### config.mk
export PLATFORM = sky130hd
export DESIGN_NAME = fml_ddr3_arbiter_flat
export DESIGN_NICKNAME = d
export VERILOG_FILES = /design/src/rtl/fml_ddr3_arbiter_if.sv /design/src/rtl/fml_ddr3_arbiter.sv /design/src/flat_wrapper.sv
export SDC_FILE = /design/constraint.sdc
export NUM_CORES = 1
export LEC_CHECK = 0
export ABC_CLOCK_PERIOD_IN_PS = 2500
export CORE_AREA = 2 2 254 256
export DETAILED_ROUTE_END_ITERATION = 6
export DIE_AREA = 0 0 256 258
export GPL_TIMING_DRIVEN = 0
export PLACE_DENSITY = 0.3
export SLEW_MARGIN = 20
export SYNTH_ARGS = -nofsm -noshare
export SYNTH_HDL_FRONTEND = slang
export SYNTH_SLANG_ARGS = --single-unit
### constraint.sdc
create_clock -name sys_clk -period 2.5 [get_ports sys_clk]
set_clock_uncertainty 0.2 [all_clocks]
set_input_delay 0.25 -clock sys_clk [delete_from_list [all_inputs] [get_ports sys_clk]]
set_output_delay 0.25 -clock sys_clk [all_outputs]
set_load 0.05 [all_outputs]
### src/rtl/fml_ddr3_arbiter_if.sv
// fml_ddr3_arbiter_if
//   Bundles the FML buses on both sides of the DDR3 arbiter.
//   m_*   : NMASTERS requesting masters, master i occupies slice i of each vector
//   s_*   : the single FML slave port of the DDR3 controller
//   grant : one-hot current owner, all-zero when idle
//   Modports:
//     slave  - the arbiter's view (takes master requests, drives the slave port)
//     master - the environment's view (masters plus DDR3 slave model)
interface fml_ddr3_arbiter_if #(
    parameter int NMASTERS  = 4,
    parameter int adr_width = 30
);
    logic [NMASTERS*adr_width-1:0] m_adr;
    logic [NMASTERS-1:0]           m_stb;
    logic [NMASTERS-1:0]           m_we;
    logic [NMASTERS*8-1:0]         m_sel;
    logic [NMASTERS*64-1:0]        m_di;
    logic [NMASTERS-1:0]           m_ack;
    logic [63:0]                   m_do;
    logic [adr_width-1:0]          s_adr;
    logic                          s_stb;
    logic                          s_we;
    logic [7:0]                    s_sel;
    logic [63:0]                   s_di;
    logic                          s_ack;
    logic [63:0]                   s_do;
    logic [NMASTERS-1:0]           grant;

    modport slave (
        input  m_adr, m_stb, m_we, m_sel, m_di, s_ack, s_do,
        output m_ack, m_do, s_adr, s_stb, s_we, s_sel, s_di, grant
    );

    modport master (
        output m_adr, m_stb, m_we, m_sel, m_di, s_ack, s_do,
        input  m_ack, m_do, s_adr, s_stb, s_we, s_sel, s_di, grant
    );
endinterface

### src/rtl/fml_ddr3_arbiter.sv
// fml_ddr3_arbiter
//   Round-robin arbiter sharing the DDR3 controller's single FML slave port
//   among NMASTERS FML masters. A grant is held for one whole transaction
//   (address phase plus BURST data beats), then the arbiter returns to IDLE
//   for one cycle and re-arbitrates starting after the last owner.
//   Ports:
//     sys_clk   - system clock, rising edge
//     sys_rst_n - asynchronous active-low reset
//     bus       - fml_ddr3_arbiter_if.slave (master buses, slave port, grant)
//
//   state  | meaning
//   -------+---------------------------------------------------------------
//   IDLE   | no owner; pick first requester upward from rr pointer
//   ADDR   | owner's adr/we/stb routed to slave, waiting for s_ack
//   DATA   | BURST beats of sel/di out and s_do in, then release
module fml_ddr3_arbiter #(
    parameter int NMASTERS  = 4,
    parameter int adr_width = 30,
    parameter int BURST     = 4
) (
    input  logic                 sys_clk,
    input  logic                 sys_rst_n,
    fml_ddr3_arbiter_if.slave    bus
);
    localparam int PW = (NMASTERS > 1) ? $clog2(NMASTERS) : 1;
    localparam int CW = 4;

    localparam logic [1:0] S_IDLE = 2'd0;
    localparam logic [1:0] S_ADDR = 2'd1;
    localparam logic [1:0] S_DATA = 2'd2;

    logic [1:0]          state_q, state_d;
    logic [NMASTERS-1:0] grant_q, grant_d;
    logic [PW-1:0]       ptr_q, ptr_d;
    logic [CW-1:0]       beat_q, beat_d;

    logic [PW-1:0]       gidx;
    logic [PW-1:0]       gidx_next;
    logic [PW-1:0]       win_idx;
    logic                win_found;

    // Binary index of the current one-hot owner.
    always_comb begin
        gidx = '0;
        for (int i = 0; i < NMASTERS; i++) begin
            if (grant_q[i]) gidx = PW'(i);
        end
    end

    // Pointer value after the owner finishes; explicit wrap since NMASTERS
    // need not be a power of two.
    assign gidx_next = (int'(gidx) == NMASTERS - 1) ? '0 : gidx + PW'(1);

    // First requester searching upward from the pointer, wrapping.
    always_comb begin
        int cand;
        cand      = 0;
        win_found = 1'b0;
        win_idx   = '0;
        for (int i = 0; i < NMASTERS; i++) begin
            cand = int'(ptr_q) + i;
            if (cand >= NMASTERS) cand = cand - NMASTERS;
            if (!win_found && bus.m_stb[cand]) begin
                win_found = 1'b1;
                win_idx   = PW'(cand);
            end
        end
    end

    always_comb begin
        state_d = state_q;
        grant_d = grant_q;
        ptr_d   = ptr_q;
        beat_d  = beat_q;
        case (state_q)
            S_IDLE: begin
                if (win_found) begin
                    grant_d          = '0;
                    grant_d[win_idx] = 1'b1;
                    state_d          = S_ADDR;
                end
            end
            S_ADDR: begin
                // An ack takes precedence over a strobe withdrawn in the same cycle.
                if (bus.s_ack) begin
                    state_d = S_DATA;
                    beat_d  = '0;
                end else if (!bus.m_stb[gidx]) begin
                    // Abandoned request: rotation does not advance.
                    state_d = S_IDLE;
                    grant_d = '0;
                end
            end
            S_DATA: begin
                beat_d = beat_q + CW'(1);
                if (beat_q == CW'(BURST - 1)) begin
                    state_d = S_IDLE;
                    grant_d = '0;
                    ptr_d   = gidx_next;
                    beat_d  = '0;
                end
            end
            default: begin
                state_d = S_IDLE;
                grant_d = '0;
                beat_d  = '0;
            end
        endcase
    end

    always_ff @(posedge sys_clk or negedge sys_rst_n) begin
        if (!sys_rst_n) begin
            state_q <= S_IDLE;
            grant_q <= '0;
            ptr_q   <= '0;
            beat_q  <= '0;
        end else begin
            state_q <= state_d;
            grant_q <= grant_d;
            ptr_q   <= ptr_d;
            beat_q  <= beat_d;
        end
    end

    // Slave-side muxing is gated by state so nothing leaks outside its phase;
    // in particular s_sel stays zero outside DATA to avoid stray byte writes.
    logic in_addr, in_data;
    assign in_addr = (state_q == S_ADDR);
    assign in_data = (state_q == S_DATA);

    assign bus.s_stb = in_addr & bus.m_stb[gidx];
    assign bus.s_we  = in_addr & bus.m_we[gidx];
    assign bus.s_adr = in_addr ? bus.m_adr[int'(gidx)*adr_width +: adr_width] : '0;
    assign bus.s_sel = in_data ? bus.m_sel[int'(gidx)*8 +: 8] : '0;
    assign bus.s_di  = in_data ? bus.m_di[int'(gidx)*64 +: 64] : '0;
    assign bus.m_ack = (in_addr && bus.s_ack) ? grant_q : '0;
    assign bus.m_do  = bus.s_do;
    assign bus.grant = grant_q;
endmodule
### src/flat_wrapper.sv
// flat-port wrapper written by rule: the top's interface ports become plain ports
module fml_ddr3_arbiter_flat 
#(
    parameter int NMASTERS  = 4,
    parameter int adr_width = 30,
    parameter int BURST     = 4
)
  (sys_clk, sys_rst_n, bus_m_adr, bus_m_stb, bus_m_we, bus_m_sel, bus_m_di, bus_s_ack, bus_s_do, bus_m_ack, bus_m_do, bus_s_adr, bus_s_stb, bus_s_we, bus_s_sel, bus_s_di, bus_grant);
  fml_ddr3_arbiter_if #(.NMASTERS(NMASTERS), .adr_width(adr_width)) bus_i ();
  input  logic sys_clk;
  input  logic sys_rst_n;
  input wire logic [$bits(bus_i.m_adr)-1:0] bus_m_adr;
  input wire logic [$bits(bus_i.m_stb)-1:0] bus_m_stb;
  input wire logic [$bits(bus_i.m_we)-1:0] bus_m_we;
  input wire logic [$bits(bus_i.m_sel)-1:0] bus_m_sel;
  input wire logic [$bits(bus_i.m_di)-1:0] bus_m_di;
  input wire logic [$bits(bus_i.s_ack)-1:0] bus_s_ack;
  input wire logic [$bits(bus_i.s_do)-1:0] bus_s_do;
  output wire logic [$bits(bus_i.m_ack)-1:0] bus_m_ack;
  output wire logic [$bits(bus_i.m_do)-1:0] bus_m_do;
  output wire logic [$bits(bus_i.s_adr)-1:0] bus_s_adr;
  output wire logic [$bits(bus_i.s_stb)-1:0] bus_s_stb;
  output wire logic [$bits(bus_i.s_we)-1:0] bus_s_we;
  output wire logic [$bits(bus_i.s_sel)-1:0] bus_s_sel;
  output wire logic [$bits(bus_i.s_di)-1:0] bus_s_di;
  output wire logic [$bits(bus_i.grant)-1:0] bus_grant;
  assign bus_i.m_adr = bus_m_adr;
  assign bus_i.m_stb = bus_m_stb;
  assign bus_i.m_we = bus_m_we;
  assign bus_i.m_sel = bus_m_sel;
  assign bus_i.m_di = bus_m_di;
  assign bus_i.s_ack = bus_s_ack;
  assign bus_i.s_do = bus_s_do;
  assign bus_m_ack = bus_i.m_ack;
  assign bus_m_do = bus_i.m_do;
  assign bus_s_adr = bus_i.s_adr;
  assign bus_s_stb = bus_i.s_stb;
  assign bus_s_we = bus_i.s_we;
  assign bus_s_sel = bus_i.s_sel;
  assign bus_s_di = bus_i.s_di;
  assign bus_grant = bus_i.grant;
  fml_ddr3_arbiter #(.NMASTERS(NMASTERS), .adr_width(adr_width), .BURST(BURST)) u_core (.sys_clk(sys_clk), .sys_rst_n(sys_rst_n), .bus(bus_i));
endmodule
==> key figures <==
Floorplan
  – DIE AREA: 66000 um2
  – Die Height: 258 um
  – Core area: 63600 um2
  – I/O pin cnt: 659
  – Initial cell density of the core: 7.87%
  – Cell row count: 93
  – Chip width: 256 um

Global routing
  – Grt ovf: 0
  – Pin count of the biggest net entering global routing: 13
  – Vias in the first global route: 8722
  – First-pass GRT wire length: 65300 um
  – GRT Util Overall: 13.4%
  – Initial antenna violation count: 7

Logic synthesis
  – Yosys warning count: 0
  – Top cells by area, synth: mux2i_1 (21%), nand2_1 (16%), nand2b_1 (13%), a21oi_1 (11%), o21ai_1 (11%)
  – Synthesized flop and latch total: 12
  – Post-synth top area share: 21.2%
  – Post-synth ARST share: 100%
  – Syn nets: 1317
  – Register area share after synthesis: 6.00%
  – Top_reg_cell synth: dfrtp_1
  – Post-synth cell types: 35
  – Post-synth EDFFs: 0
  – Avg Cell Area, Syn: 6.01 um2
  – Cell taking the most area after synthesis: mux2i_1
  – Cells after Synth: 833
  – Syn Std Cell Area: 5010 um2

Placement
  – Pre-CTS WS: -1870 ps
  – Placed Cells incl. Taps: 2282
  – Port Buffers: 594
  – Detail Placement HPWL: 41000 um
  – Gpl congestion: 0.847
  – Placed inst area: 12400 um2

Run
  – Max_cap viols: 0

Power and ir drop
  – LEAKAGE: 4.67 nW
  – Pwr dens: 908 nW/um2
  – Peak VDD IR: 0.409 mV

Worst setup path
  – Reg2Reg Setup Slack: 530 ps
  – Reg2reg end: u_core.bus.grant[3]
  – CP Launch Type: flop
  – CP Class: reg2out
  – R2R Path Start: u_core.beat_q[1]
  – WP data arrival: 1970 ps
  – CP required: 2050 ps
  – Worst-case reg-to-reg path depth: 5
  – Critical path peak fanout: 10
  – Worst Setup End Kind: output pin

STA
  – Final period utilization: 96.8%
  – RSZ-0062 raised after global routing: true
  – Min Tclk post-route: 2420 ps
  – Endpoints failing hold: 0
  – Final max-slew violation count: 0
  – Maximum operating frequency: 413 MHz
  – TNS Setup: 0 ps
  – Setup-failing EPs final: 0
  – Worst slew pin tran: 722 ps
  – Final worst slack: 79.8 ps
  – Max_slew headroom: 51.8%
  – Min Hold Slack: 193 ps

Drt
  – Post-Route WL: 47500 um
  – WL/cell: 20.7 um
  – DR iter-0 viols: 232
  – # DRC: 0
  – First drt pass iteration count: 5
  – Post-route ant nets: 0
  – DR vias: 8009
  – Mean number of vias per cell: 3.49

CTS
  – Hold buffers post-CTS: 0
  – CTS tree: yes
  – Max Root-Sink Buffers: 2
  – Clock transition at the registers of the reported paths: 40 ps
  – Cts bufs inserted: 3
  – Root buffer cell: clkbuf_16
  – Worst skew pair latency: 240 ps
  – Clock sink total: 12
  – Number of H-tree levels: 1

Cells and area
  – Final instance area: 12700 um2
  – Layout cells sized above 1: 25.7%
  – Layout net count: 1922
  – Cell Count, Final, Fillers Out: 2292
  – Fillers: 7258
  – Area Overhead vs Synth: 154%

Worst hold path
  – Hold WC Path Type: in2async

Outcome
  – Status: completed
worst max path at each step:
stage	startpoint	endpoint	slack (ps)	cells past startpoint
floorplan	u_core.bus.grant[3]	bus_s_adr[29]	40	5
global placement	u_core.bus.grant[2]	bus_s_di[7]	-1800	8
detailed placement	u_core.bus.grant[2]	bus_s_di[7]	-1870	8
CTS	u_core.bus.grant[2]	bus_s_di[7]	-20	8
global route	u_core.bus.grant[2]	bus_s_di[20]	-40	6
finish	u_core.bus.grant[2]	bus_s_di[21]	80	6
stage by stage:
step / utilization (%) / power (mW)
finish: 20.0 / 11.6
global placement: 19.5 / 11.1
detailed placement: 19.5 / 11.0
global route: 20.0 / 12.5
CTS: 19.6 / 11.5
floorplan: - / 6.86
final cells by class:
| class | count | area (um2) | area share [%] |
|---|---|---|---|
| Antenna cell | 1 | 2.50 | 0.0196 |
| Buffer | 136 | 1100 | 8.61 |
| Clock buffer | 3 | 75.1 | 0.589 |
| Inverter | 3 | 11.3 | 0.0884 |
| Multi-Input combinational cell | 682 | 4370 | 34.3 |
| Sequential cell | 12 | 305 | 2.40 |
| Tap cell | 855 | 1070 | 8.40 |
| Timing Repair Buffer | 600 | 5800 | 45.6 |
Yosys cell counts (2+ instances only):
master	number
nand2_1	218
a21oi_1	108
o21ai_1	107
mux2i_1	106
nand2b_1	106
buf_4	66
clkbuf_1	36
buf_2	25
dfrtp_1	12
nor2_1	6
buf_1	5
and3_1	4
o21ai_0	4
inv_1	3
nor2b_1	3
o31ai_1	3
buf_6	2
clkbuf_2	2
flip-flops by register name, summed over array words and instances, names as in the netlist:
signal / flops
u_core.ptr_q: 2
u_core.beat_q: 4
u_core.state_q: 2
u_core.bus.grant: 4
power breakdown:
group / total, mW / internal, mW / switching, mW
Clock: 0.289 / 0.208 / 0.0811
Sequential: 0.354 / 0.268 / 0.0861
Combinational: 10.9 / 3.91 / 7.02
kinds of logic after synthesis:
family	Yosys count	share of synthesized area, %
flops	12	6.00
buf+inv	139	16.3
mux	106	21.2
compound gates	230	24.1
simple gates	345	32.1
fa+ha+maj	1	0.250
cells in the final DEF (no fill, tap or decap), types with 10 or more instances in the layout:
master,instances
mux2i_1,103
buf_6,38
o21ai_2,16
clkdlybuf4s50_1,486
buf_2,36
a21oi_2,102
buf_4,116
nand2_1,217
dfrtp_1,10
o21ai_1,91
clkbuf_1,10
clkbuf_4,23
nand2b_1,106
worst max-delay path: stages, from the launching register on:
cell and delay (ps):
dfrtp_4 530, buf_4 180, clkbuf_2 230, o21ai_1 300
nand2b_1 120, a21oi_2 160, buf_6 180
routing by layer:
layer | track usage, % | wire (um) | up-vias
li1 | - | - | 3951
met1 | 14.4 | 17800 | 3642
met2 | 26.2 | 25300 | 394
met3 | 4.43 | 3980 | 16
met4 | 1.20 | 329 | 6
met5 | 0 | 38 | -
repair_timing:
action                                  4_1_cts  5_1_grt
endpoints found under the setup margin      115       91
pin swaps                                     1        4
hold endpoints to repair                      0        0
gates resized for setup                     699       81
cloned                                        0        2
buffers inserted                              2        2
(Power assumes the default switching activity.)
